### src/rtl/serial_adder_ctrl.sv
// Bit-serial WIDTH-bit adder that streams operand bits, LSB first, through a single-bit full adder.
// Optional signed-overflow output enabled by defining SERIAL_ADDER_OVF_EN.

module full_adder (
    input  logic x,
    input  logic y,
    input  logic c_in,
    output logic sum,
    output logic c_out
);
    assign sum   = x ^ y ^ c_in;
    assign c_out = (x & y) | (c_in & (x ^ y));
endmodule

module serial_adder_ctrl #(
    parameter int WIDTH = 8
) (
    input  logic             clk,
    input  logic             rst_n,
    input  logic             start,
    input  logic [WIDTH-1:0] a,
    input  logic [WIDTH-1:0] b,
    input  logic             c_in,
    output logic             busy,
    output logic             done,
    output logic [WIDTH-1:0] sum,
    output logic             c_out
`ifdef SERIAL_ADDER_OVF_EN
   ,output logic             ovf
`endif
);
    localparam int CNT_W = (WIDTH > 1) ? $clog2(WIDTH) : 1;

    typedef enum logic [1:0] {IDLE, SHIFT, DONE} state_t;

    state_t           state, state_next;
    logic [WIDTH-1:0] a_sr, b_sr, res_sr, res_next, sum_q;
    logic             carry_q, c_out_q;
    logic [CNT_W-1:0] cnt;
    logic             fa_sum, fa_cout, last_bit;
`ifdef SERIAL_ADDER_OVF_EN
    logic             ovf_q;
`endif

    full_adder u_fa (
        .x     (a_sr[0]),
        .y     (b_sr[0]),
        .c_in  (carry_q),
        .sum   (fa_sum),
        .c_out (fa_cout)
    );

    assign last_bit = (cnt == CNT_W'(WIDTH - 1));
    // The new sum bit enters at the MSB so that after WIDTH shifts bit 0 holds the first sum bit.
    assign res_next = (res_sr >> 1) | (WIDTH'(fa_sum) << (WIDTH - 1));

    always_ff @(posedge clk or negedge rst_n) begin
        if (!rst_n) state <= IDLE;
        else        state <= state_next;
    end

    always_comb begin
        state_next = state;
        case (state)
            IDLE:    if (start) state_next = SHIFT;
            SHIFT:   if (last_bit) state_next = DONE;
            DONE:    state_next = IDLE;
            default: state_next = IDLE;
        endcase
    end

    always_ff @(posedge clk or negedge rst_n) begin
        if (!rst_n) begin
            a_sr    <= '0;
            b_sr    <= '0;
            res_sr  <= '0;
            sum_q   <= '0;
            carry_q <= 1'b0;
            c_out_q <= 1'b0;
            cnt     <= '0;
`ifdef SERIAL_ADDER_OVF_EN
            ovf_q   <= 1'b0;
`endif
        end else begin
            case (state)
                IDLE: begin
                    if (start) begin
                        a_sr    <= a;
                        b_sr    <= b;
                        carry_q <= c_in;
                        cnt     <= '0;
                    end
                end
                SHIFT: begin
                    a_sr    <= a_sr >> 1;
                    b_sr    <= b_sr >> 1;
                    res_sr  <= res_next;
                    carry_q <= fa_cout;
                    cnt     <= cnt + CNT_W'(1);
                    // Published results only move on the final bit so they hold between operations.
                    if (last_bit) begin
                        sum_q   <= res_next;
                        c_out_q <= fa_cout;
`ifdef SERIAL_ADDER_OVF_EN
                        ovf_q   <= carry_q ^ fa_cout;
`endif
                    end
                end
                default: ;
            endcase
        end
    end

    assign busy  = (state == SHIFT);
    assign done  = (state == DONE);
    assign sum   = sum_q;
    assign c_out = c_out_q;
`ifdef SERIAL_ADDER_OVF_EN
    assign ovf   = ovf_q;
`endif

endmodule

### config.mk
export PLATFORM = sky130hd
export DESIGN_NAME = serial_adder_ctrl
export DESIGN_NICKNAME = d
export VERILOG_FILES = /design/src/rtl/serial_adder_ctrl.sv
export SDC_FILE = /design/constraint.sdc
export NUM_CORES = 1
export LEC_CHECK = 0
export CAP_MARGIN = 30
export CELL_PAD_IN_SITES_DETAIL_PLACEMENT = 0
export CELL_PAD_IN_SITES_GLOBAL_PLACEMENT = 1
export CORE_ASPECT_RATIO = 1.25
export CORE_UTILIZATION = 38
export CTS_CLUSTER_SIZE = 20
export DETAILED_ROUTE_END_ITERATION = 7
export PLACE_DENSITY_LB_ADDON = 0.1
export SYNTH_ARGS = -nofsm -noshare
export SYNTH_HDL_FRONTEND = slang
export SYNTH_HIERARCHICAL = 1
export SYNTH_SLANG_ARGS = --single-unit
### constraint.sdc
create_clock -name clk -period 1.3 [get_ports clk]
set_input_delay 0.195 -clock clk [delete_from_list [all_inputs] [get_ports clk]]
set_output_delay 0.195 -clock clk [all_outputs]
set_load 0.02 [all_outputs]
== After elaboration in Yosys (flattened, before gate mapping) ==
Index checks and enable logic that the tools add are counted.

* Register bits after elaboration: 39
* Input bits: 20
* Output and inout port bits: 11
* Logic and storage cells: 36

* $add $sub $neg: 1
* Equality and inequality tests: 5
* Mux-type cells: 11
* Bitwise gates (word level): 6
* Reduce and logical (&&, ||, !) cells: 5

{| class="wikitable"
|+ Operators with widths
! operator !! count
|-
| 8-bit case mux with 2 select lines || 2
|-
| 8-bit 2-to-1 mux || 2
|-
| 7-bit by 8-bit bitwise OR with 8-bit output || 1
|-
| 3-bit case mux with 2 select lines || 1
|-
| 2-bit AND reduction || 3
|-
| 2-bit 2-to-1 mux || 2
|-
| 2-bit case mux with 2 select lines || 1
|-
| 3-bit by 1-bit adder with 3-bit output (second input constant) || 1
|-
| 3-bit equality test (second input constant) || 1
|-
| 3-bit 2-to-1 mux || 1
|-
| 1-bit AND || 2
|-
| 2-bit by 1-bit equality test with 1-bit output (second input constant) || 1
|-
| 2-bit equality test (second input constant) || 1
|-
| 2-bit logical NOT || 1
|-
| 2-bit by 1-bit != test with 1-bit output (second input constant) || 1
|-
| 2-bit != test (second input constant) || 1
|-
| 1-bit case mux with 2 select lines || 1
|-
| 2-bit nonzero test || 1
|-
| 1-bit XOR || 2
|-
| 1-bit 2-to-1 mux || 1
|-
| 1-bit bitwise OR || 1
|}

== Depth between registers and ports, before layout ==
* Depth in word-level cells: 4
* Mapped depth: 5
* Gate-level depth less buffers: 4

== By module ==
Netlist, hierarchy kept.

{| class="wikitable"
|+ Modules (own cells, without submodules)
! module !! times used !! cells each !! area an instance (um2) !! sequential area each (um2)
|-
| serial_adder_ctrl || 1 || 137 || 1,825.5 || 950.9
|-
| full_adder || 1 || 1 || 20.0 || 0.0
|}

== Worst setup path after synthesis ==
OpenSTA, ideal clock, no wires.

* Path type: register to register
* Start point: register cnt[0]
* End point: register c_out_q (netlist: c_out)
* Library setup time: 125 ps
* Arrival time: 1,288 ps
* Data required time: 1,175 ps
* Setup slack: -113 ps
* Cell stages (with the launch flop): 6
* Buffers on the path: 1
* Period minus slack after synthesis: 1,413 ps
* Cells stage by stage: dfrtp_1 > ha_1 > ha_1 > nand3b_1 > buf_6 > mux2_4

* Longest elaborated chain between the ends: 2

{| class="wikitable"
|+ RTL lines
! item !! line !! RTL
|-
| from (decl) || 39 || <nowiki>logic [CNT_W-1:0] cnt;</nowiki>
|-
| from (signal assigned) || 99 || <nowiki>cnt <= cnt + CNT_W'(1);</nowiki>
|-
| 3-bit equality test || 53 || <nowiki>assign last_bit = (cnt == CNT_W'(WIDTH - 1));</nowiki>
|-
| 2-bit AND reduction (no source line) || - ||
|-
| to (signal assigned) || 103 || <nowiki>c_out_q <= fa_cout;</nowiki>
|-
| to (decl) || 38 || <nowiki>logic carry_q, c_out_q;</nowiki>
|}

Every way passes these cells.
A chain may end at the register's enable or synchronous reset.

== Worst setup path after layout ==
* Start point: register cnt[1]
* End point: register sum_q[4] (netlist: sum[4])

* Longest elaborated chain between the ends: 2

{| class="wikitable"
|+ RTL lines
! item !! line !! RTL
|-
| 3-bit equality test || 53 ||
|-
| 2-bit AND reduction (no source line) || - ||
|-
| to (signal assigned) || 102 || <nowiki>sum_q <= res_next;</nowiki>
|-
| to (decl) || 37 || <nowiki>logic [WIDTH-1:0] a_sr, b_sr, res_sr, res_next, sum_q;</nowiki>
|}

Every way passes these cells.

==> results.ini <==
[timing]
min_period_over_period_pct=111.1
hold_violations=0
fmax_mhz=692.5
worst_pin_slew_ps=511.6
finalCriticalPeriod_ps=1444
rsz0062_at_grt=true
maxSlewHeadroom_pct=65.80
whs_ps=389.8
setup_viol=26
finalMaxSlewViolations=0
clock_skew_ps=3.816
setup_slack_ps=-144.1

[synthesis]
yosys_warnings=6
yosysSeqAreaShare_pct=51.53
ys_ff_latch=38
ys_types=30
synth_fp_nets=161
yosysTopAreaCell=dfrtp_1
syn_area_mm2=0.001846
synth_top_area_share_pct=51.53
syn_area_per_cell_um2=13.37
synthCells=138
synthTopCellsByArea=dfrtp_1 (52%), mux2_4 (7.3%), nor4b_1 (5.7%)

[cts]
clk-insertion-delay-late_ps=290
cts.sinks=38
clock_path_buffers=2
clk_transition_reported_paths_ps=70
clock-root-buffer=clkbuf_8
htreeDepth=2
cts-buffers-inserted=5
cts_tree=built

[worst_setup_path]
reg2regPathDepth=5
r2r_setup_slack_ps=-140
r2r_start=cnt[1]$_DFFE_PN0P_
cp-start-kind=flip-flop
critPathCaptureType=flip-flop
rr_endpoint=sum[4]$_DFFE_PN0P_
critical_path_class=flip-flop to flip-flop
crit_fanout=10
crit_arrival_ps=1620
critPathRequiredTime_ps=1480
setup.worst_path.start=cnt[1]$_DFFE_PN0P_

[drt]
first_iter_violations=45
viasPerCell=5.117
num_vias=1269
drt-total-wl_um=3884
firstDrtPassIters=4
post-route-drc-count=0
routedWlPerCell_um=15.66
antenna_left=0

[global_routing]
grt_pass1_wl_um=6327
track_usage_pct=16.55
overflow=0
grt_max_degree=39
grt_pass1_vias=1315
antenna_found_initial=0

[placement]
dp.cells=233
pre_cts_slack_ps=-413.9
hpwl_um=2466
gp_congestion=0.7238
io_buffers=30

[pwr]
p_total_mw=5.805
cellLeakagePower_nw=1.164
p_per_area_mw_per_mm2=2206
ir_worst_vdd_uv=1044

[min_path]
hp-class=primary input to asynchronous set/reset pin

[final_layout]
final_cells=248
nets=210
antenna_cells=0
area_growth_pct=42.58
drive_gt1_share_pct=43.09
post-route-util_pct=56.05

[floorplan]
row_count=28
dieArea_mm2=0.005141
die_width_um=64.33
pin_count=31
die_h_um=79.92
coreArea_mm2=0.004695
start_util_pct=39.31

[outcome]
violations=negative setup slack
status=finished with violations

[job]
maxCapViolCount=0

-- flip-flops by register name, summed over array words and instances (netlist names) --
| name | flops |
|---|---|
| a_sr | 8 |
| b_sr | 8 |
| c_out | 1 |
| carry_q | 1 |
| cnt | 3 |
| res_sr | 7 |
| state | 2 |
| sum | 8 |
-- critical path, cell delays in order, from the launching register on --
cell      delay [ps]
dfrtp_1          390
ha_2             210
ha_4             150
nand3b_1         120
buf_12           160
mux2_4           300
-- per-stage QoR --
step                      instance area [um^2]  setup TNS, ps
after floorplan                           1851         -584.9
after detailed placement                  2266          -8281
final                                     2631          -1602
after CTS                                 2472          -2245
after global placement                    2266          -6955
after global routing                      2631          -3146
-- layout by cell type (no fill, tap or decap), types with 2 or more instances in the layout --
master            n
dfrtp_1          36
clkdlybuf4s50_1  17
inv_1            13
mux2_4           10
buf_6            10
buf_4            10
nor3b_1           9
dlygate4sd2_1     9
a211oi_2          7
nor4b_1           6
mux2_2            6
clkbuf_8          6
or4b_1            3
o221a_2           3
a211oi_1          3
nor4b_4           3
nor4b_2           3
buf_12            3
a22o_2            2
nor3b_2           2
a221oi_2          2
nand2b_1          2
dfrtp_2           2
-- power by group --
part,total [mW],switching [mW],internal (mW)
clock network,0.837,0.409,0.428
logic,2.84,1.24,1.60
registers,2.13,0.367,1.76
-- worst max-delay path by stage --
stage | cells after the start | endpoint | slack [ps]
finish | 5 | sum[4]$_DFFE_PN0P_ | -140
global route | 5 | sum[2]$_DFFE_PN0P_ | -180
CTS | 5 | sum[4]$_DFFE_PN0P_ | -160
detailed placement | 3 | b_sr[3]$_DFFE_PN0P_ | -410
global placement | 3 | b_sr[2]$_DFFE_PN0P_ | -330
floorplan | 5 | c_out$_DFFE_PN0P_ | -60
-- Yosys cell counts --
cell type	instances
dfrtp_1	38
inv_1	13
nor4b_1	12
nor3b_1	10
a211oi_1	9
mux2_4	9
mux2_2	7
buf_6	5
buf_2	3
nand2b_1	3
o221a_2	3
or4b_1	3
a221oi_1	2
a22o_2	2
buf_4	2
ha_1	2
nor4bb_1	2
a211o_1	1
a211oi_2	1
a21o_2	1
a21oi_1	1
clkbuf_8	1
fa_1	1
inv_4	1
mux2i_1	1
nand3b_1	1
nor2b_1	1
nor3b_2	1
o21ba_2	1
o21bai_2	1
-- area by class of cell --
class                      instances  area [um^2]
fill                             422         2063
sequential                        38        953.4
multi-input combinational         75        907.1
timing repair buffer              53        549.3
clock buffer                       7        86.33
tap                               60        75.07
inverter                          14        55.05
clock inverter                     1        5.005
-- per-layer routing --
metal | share of wire [%] | vias up | GRT usage [%]
met5 | 0 | - | 0
met4 | 1.5 | 0 | 6.667
met3 | 3.3 | 5 | 3.857
met2 | 52 | 26 | 29.79
met1 | 43 | 638 | 18.56
li1 | - | 600 | -
-- logic make-up after synthesis --
logic type,count (synthesis),synth area share [%]
flops,38,51.53
simple gates,33,14.92
buf+inv,25,8.406
compound gates,22,10.58
mux,17,12.14
fa+ha+maj,3,2.441
-- repair_timing --
item,4_1_cts,5_1_grt
pin swaps,8,4
hold buffers,1,0
hold endpoints to repair,38,0
resized for setup,31,32
endpoints found under the setup margin,38,37
cloned,2,1
setup buffers,4,0
(Power assumes the default switching activity.)
